==> src/rtl/fifo_wr_arb.sv <==
// rtl/fifo_wr_arb.sv - round-robin 4-requester arbiter feeding one FIFO write port with burst-limited tenures
module fifo_wr_arb #(
  parameter int W     = 8,
  parameter int BURST = 4
) (
  input  logic           clk,
  input  logic           reset,
  input  logic [3:0]     iREQ,
  input  logic [4*W-1:0] iD,
  input  logic           iFULL,
  output logic [3:0]     oGNT,
  output logic           oENQ,
  output logic [W-1:0]   oD,
  output logic [1:0]     oOWNER,
  output logic           oBUSY
);

  typedef enum logic {IDLE, OWN} state_t;

  state_t     state_q, state_d;
  logic [1:0] ptr_q, ptr_d;
  logic [1:0] owner_q, owner_d;
  logic [7:0] cnt_q, cnt_d;
  logic [1:0] pick;
  logic       last_xfer;

  always_ff @(posedge clk or posedge reset) begin
    if (reset) begin
      state_q <= IDLE;
      ptr_q   <= 2'd0;
      owner_q <= 2'd0;
      cnt_q   <= 8'd0;
    end else begin
      state_q <= state_d;
      ptr_q   <= ptr_d;
      owner_q <= owner_d;
      cnt_q   <= cnt_d;
    end
  end

  // Descending scan so the requester closest to the pointer wins.
  always_comb begin
    pick = ptr_q;
    for (int j = 3; j >= 0; j--) begin
      if (iREQ[ptr_q + 2'(j)]) pick = ptr_q + 2'(j);
    end
  end

  always_comb begin
    oENQ      = (state_q == OWN) & iREQ[owner_q] & ~iFULL;
    oGNT      = oENQ ? (4'b0001 << owner_q) : 4'b0000;
    oD        = oENQ ? iD[owner_q*W +: W] : '0;
    oOWNER    = owner_q;
    oBUSY     = (state_q == OWN);
    last_xfer = oENQ && (cnt_q == 8'(BURST - 1));
  end

  always_comb begin
    state_d = state_q;
    ptr_d   = ptr_q;
    owner_d = owner_q;
    cnt_d   = cnt_q;
    case (state_q)
      IDLE: begin
        if (iREQ != 4'b0000) begin
          owner_d = pick;
          cnt_d   = 8'd0;
          state_d = OWN;
        end
      end
      OWN: begin
        if (oENQ) cnt_d = cnt_q + 8'd1;
        // A stalled owner keeps the port; only a dropped request or a full burst releases it.
        if (!iREQ[owner_q] || last_xfer) begin
          state_d = IDLE;
          ptr_d   = owner_q + 2'd1;
        end
      end
      default: state_d = IDLE;
    endcase
  end

endmodule

==> config.mk <==
export PLATFORM = sky130hd
export DESIGN_NAME = fifo_wr_arb
export DESIGN_NICKNAME = d
export VERILOG_FILES = /design/src/rtl/fifo_wr_arb.sv
export SDC_FILE = /design/constraint.sdc
export NUM_CORES = 1
export LEC_CHECK = 0
export ABC_CLOCK_PERIOD_IN_PS = 1600
export CAP_MARGIN = 20
export CORE_UTILIZATION = 36
export CTS_BUF_LIST = sky130_fd_sc_hd__clkbuf_4 sky130_fd_sc_hd__clkbuf_8 sky130_fd_sc_hd__clkbuf_16
export CTS_CLUSTER_SIZE = 12
export DETAILED_ROUTE_END_ITERATION = 8
export PLACE_DENSITY = 0.85
export SYNTH_ARGS = -nofsm -noshare
export SYNTH_HDL_FRONTEND = slang
export SYNTH_SLANG_ARGS = --single-unit
==> constraint.sdc <==
create_clock -name clk -period 1.6 [get_ports clk]
set_input_delay 0.32 -clock clk [delete_from_list [all_inputs] [get_ports clk]]
set_output_delay 0.32 -clock clk [all_outputs]
set_load 0.05 [all_outputs]
* Word level (Yosys, flattened, before mapping)
Index checks and enable logic that the tools add are counted.
Word-level totals: bits in registers 13, input bits 39, output and inout port bits 16
Operators by class: add/subtract/negate cells 5, $lt $le $gt $ge 5, equality and inequality tests 3, shifts and indexed selects 2, mux-type cells 22, bitwise gates (word level) 4, reductions and logical operators 7
Operators by type and width (count):
- $shiftx A32 B6 Y8 | 1
- $mux W8 | 3
- $pmux W8 S2 | 1
- $lt A2 B3 Y1 const B | 5
- $bmux W1 S2 | 5
- $add A8 B1 Y8 const B | 1
- $eq A8 B2 Y1 const B | 1
- $mux W2 | 4
- $mux W1 | 7
- $reduce_and A2 Y1 | 3
- $add A2 B1 Y2 const B | 2
- $add A2 B2 Y2 const B | 2
- $mux W4 | 1
- $ne A2 B2 Y1 const B | 2
- $reduce_bool A4 Y1 | 1
- $shl A1 B2 Y4 const A | 1
- $and A1 B1 Y1 | 2
- $not A1 Y1 | 2
- $pmux W1 S2 | 1
- $logic_and A1 B1 Y1 | 1
- $logic_not A1 Y1 | 1
- $logic_or A1 B1 Y1 | 1

* Logic depth before layout (Yosys ltp)
Gate-level depths: netlist (run 1).
depth in word-level cells 8, mapped depth 6

* Least setup slack after synthesis (run 1)
No wires, ideal clock.
path kind flip-flop to output port, start point register owner_q[0], in the netlist oOWNER[0], end point output port oD[0], arrival 1900 ps, path slack -620 ps, stages on the path, launching flop included 4, path buffers 1, path through dfrtp_1 -> buf_2 -> mux4_2 -> and3_1
On the way: cells in the longest elaborated chain, start to end 5, elaborated cells between the ends (all ways) 6
Ends and longest elaborated chain:
- start, declared | RTL line 22 | logic [1:0] owner_q, owner_d;
- start signal, assigned | RTL line 36 | owner_q <= owner_d;
- parallel branches: the longest is 4 deep, another holds $shiftx A32 B6 Y8
- $mux W8 * | RTL line 52 | oD = oENQ ? iD[owner_q*W +: W] : '0;
- end, declared | RTL line 13 | output logic [W-1:0] oD,
Every way passes the cells marked *. The select of a mux whose other input is x is not followed.

* Final worst setup path (run 1)
start point register owner_q[0], in the netlist oOWNER[0], end point output port oD[5]
The elaborated chain is that of the path after synthesis.

==> impl_metrics.py, run 1 <==
metrics = {
    "synthesis": {
        "synth_cells": 110,
        "synth_seq_area_share_pct": 29.7,
        "syn_nets": 154,
        "ys_seq_elements": 13,
        "syn_area_um2": 1100,
        "yosysUniqueCellTypes": 34,
        "synthFlopType": "dfrtp_1",
        "avgSynthCellArea_um2": 9.96,
        "synth-edff-count": 0,
        "yosys_warnings": 0,
        "synth-async-reset-ratio_pct": 100,
    },
    "finish": {
        "diodes": 0,
        "final_cell_mix": "34 x clkdlybuf4s50_1, 18 x buf_12, 12 x and3_4, 12 x buf_4",
        "areaGrowthSynthToFinish_pct": 93.4,
        "stdcell_count": 212,
        "mostFrequentLayoutCell": "clkdlybuf4s50_1",
        "fin_nets": 226,
        "post-route-util_pct": 74.9,
        "fillerInstances": 184,
        "drive_gt1_share_pct": 41.4,
        "final_cell_area_um2": 2120,
    },
    "drt": {
        "via_per_inst": 5.82,
        "vias": 1233,
        "wire_per_inst_um": 18.6,
        "initialDrtViolationCount": 64,
        "drc": 10,
        "dr.pass1.iters": 7,
        "ant_nets": 0,
        "drt-total-wl_um": 3950,
    },
    "setup_path": {
        "cp-end-kind": "output pin",
        "cp.arrival_ps": 1700,
        "worstPathMaxFanout": 4,
        "startpoint_type": "register",
        "crit_required_ps": 1280,
        "max_stage_delay_ps": 510,
        "path_common_cell": "buf_12",
        "path_cells": "buf_12, mux4_2, and3_4, buf_12",
        "cp_slowest_cell": "mux4_2",
        "crit_type": "register to output pin",
    },
    "sta": {
        "slew_viol_final": 0,
        "rsz0062_at_grt": "yes",
        "max_freq_mhz": 494,
        "worstMarginPinSlew_ps": 501,
        "maxSlewHeadroom_pct": 66.6,
        "setup_viol": 22,
        "period_share_pct": 126,
        "fin_tns_setup_ps": -6170,
        "min_period_ps": 2020,
        "hold_viol": 0,
        "skew_ps": 7.38,
        "setup_slack_ps": -423,
    },
    "floorplan": {
        "die_h_um": 57.2,
        "start_util_pct": 38.7,
        "io-pin-count": 55,
        "dieArea_um2": 3270,
        "num_rows": 19,
        "die_w_um": 57.2,
        "coreArea_um2": 2830,
    },
    "power_and_ir_drop": {
        "powerDensity_nw_per_um2": 1490,
        "ir_drop_v": 0.000954,
        "leakagePower_nw": 0.949,
        "total_power_w": 0.00315,
    },
    "cts": {
        "cts-buffers-inserted": 3,
        "clkSlewWorstSetupHoldPaths_ps": 80,
        "cts_hold_buf": 0,
        "cts.path.max_buffers": 2,
        "cts_tree": "yes",
        "clkSinkCount": 13,
        "clkLatencyLatePin_ps": 290,
        "cts_max_level": 1,
        "cts_root_buffer": "clkbuf_4",
    },
    "run_status": {
        "outcome": "finished with violations",
        "violations": "design-rule violations, negative setup slack",
    },
    "global_routing": {
        "grt_pass1_vias": 1263,
        "globalRouteOverflowTotal": 0,
        "grt_pass1_wl_um": 6270,
        "gr-usage-all-layers_pct": 25.7,
        "grt_max_degree": 15,
        "antenna_found_initial": 0,
    },
    "placement": {
        "place.gp.congestion": 0.861,
        "place_inst": 203,
        "dp_hpwl_um": 2820,
        "place_area_um2": 1990,
        "io_buffers": 54,
    },
    "min_path": {
        "hp-class": "primary input to async pin",
    },
    "run": {
        "maxCapViolCount": 0,
    },
}
[synth_stat cells, types with 2 or more instances]
library cell | n | area [um^2]
ha_1 | 5 | 62.6
nand4_1 | 3 | 18.8
o21ai_0 | 3 | 15.0
a211o_1 | 2 | 17.5
nor2_1 | 8 | 30.0
clkbuf_1 | 3 | 11.3
xor2_1 | 3 | 26.3
dfrtp_1 | 13 | 325
mux4_2 | 9 | 203
and3_1 | 14 | 87.6
inv_1 | 8 | 30.0
mux2i_1 | 6 | 60.1
a21oi_1 | 2 | 10.0
o21ai_1 | 2 | 10.0
nand2_1 | 10 | 37.5
[metrics by stage]
step	hold WS, ps	worst slack, ps
final	348	-423
after global routing	396	-473
after CTS	368	-435
after detailed placement	509	-578
after global placement	489	-540
after floorplan	197	-297
[cells by family after synthesis]
logic type      synth area share [%]
simple gates                    22.4
fa+ha+maj                       5.71
xor+xnor                        2.40
flops                           29.7
compound gates                  9.25
mux                             25.0
buf+inv                         5.59
[timing repair]
action / in CTS / in global routing
setup buffers: 4 / 2
endpoints found under the setup margin: 21 / 23
gates resized for setup: 16 / 7
pin swaps: 14 / 2
gates cloned: 1 / 0
[metal layers]
metal / up-vias / global-route usage (%) / share of wire (%)
met5: - / 0 / 0
met4: 0 / 12.5 / 3.3
met3: 12 / 4.54 / 7.9
met2: 68 / 46.9 / 50
met1: 592 / 28.9 / 39
li1: 561 / - / -
[flip-flops by register name (all words and copies together) (netlist names)]
signal  cells
cnt_q       8
oBUSY       1
oOWNER      2
ptr_q       2
[final cells by class]
type                       instances  area [um^2]  area share [%]
clock buffer                       4         30.0            1.42
inverter                           8         32.5            1.53
multi-input combinational         84          818            38.6
sequential                        13          329            15.5
tap                               31         38.8            1.83
timing repair buffer              72          871            41.1
[final timing paths]
| check | start | end | slack (ps) | cells past startpoint |
|---|---|---|---|---|
| setup / recovery | oOWNER[0] | oD[5] | -420 | 4 |
| min in group clk | cnt_q[0] | cnt_q[0] | 520 | 1 |
| max in group asynchronous | reset | oOWNER[0] | 880 | 2 |
| hold / removal | reset | cnt_q[3] | 350 | 2 |
| hold reg to reg | cnt_q[0] | cnt_q[0] | 520 | 1 |
| setup reg to reg | oOWNER[1] | ptr_q[1] | -220 | 6 |
[where the power goes]
part | switching (W) | internal [W] | total, W | leakage (nW)
Sequential | 0.0000968 | 0.000422 | 0.000518 | 0.163
Clock | 0.000115 | 0.000114 | 0.000229 | 0.0184
Combinational | 0.00115 | 0.00125 | 0.00240 | 0.767
Total | 0.00136 | 0.00179 | 0.00315 | 0.949
[worst max-delay path, delay by kind of cell (launching register included)]
family | cells | cell delay (ps)
buffers and inverters | 2 | 270
DFF | 1 | 440
and+or+nand+nor | 1 | 200
muxes | 1 | 510
Note: power is estimated with default switching activity, not from simulation.
==> run 2, diff against run 1 <==
--- a/config.mk
+++ b/config.mk
@@ -6,7 +6,7 @@
 export NUM_CORES = 1
 export LEC_CHECK = 0
 export ABC_CLOCK_PERIOD_IN_PS = 1600
-export CAP_MARGIN = 20
+export CAP_MARGIN = 10
 export CORE_UTILIZATION = 36
 export CTS_BUF_LIST = sky130_fd_sc_hd__clkbuf_4 sky130_fd_sc_hd__clkbuf_8 sky130_fd_sc_hd__clkbuf_16
 export CTS_CLUSTER_SIZE = 12
==> results of run 2 <==
Final layout, timing and power as in run 1 (identical DEF).
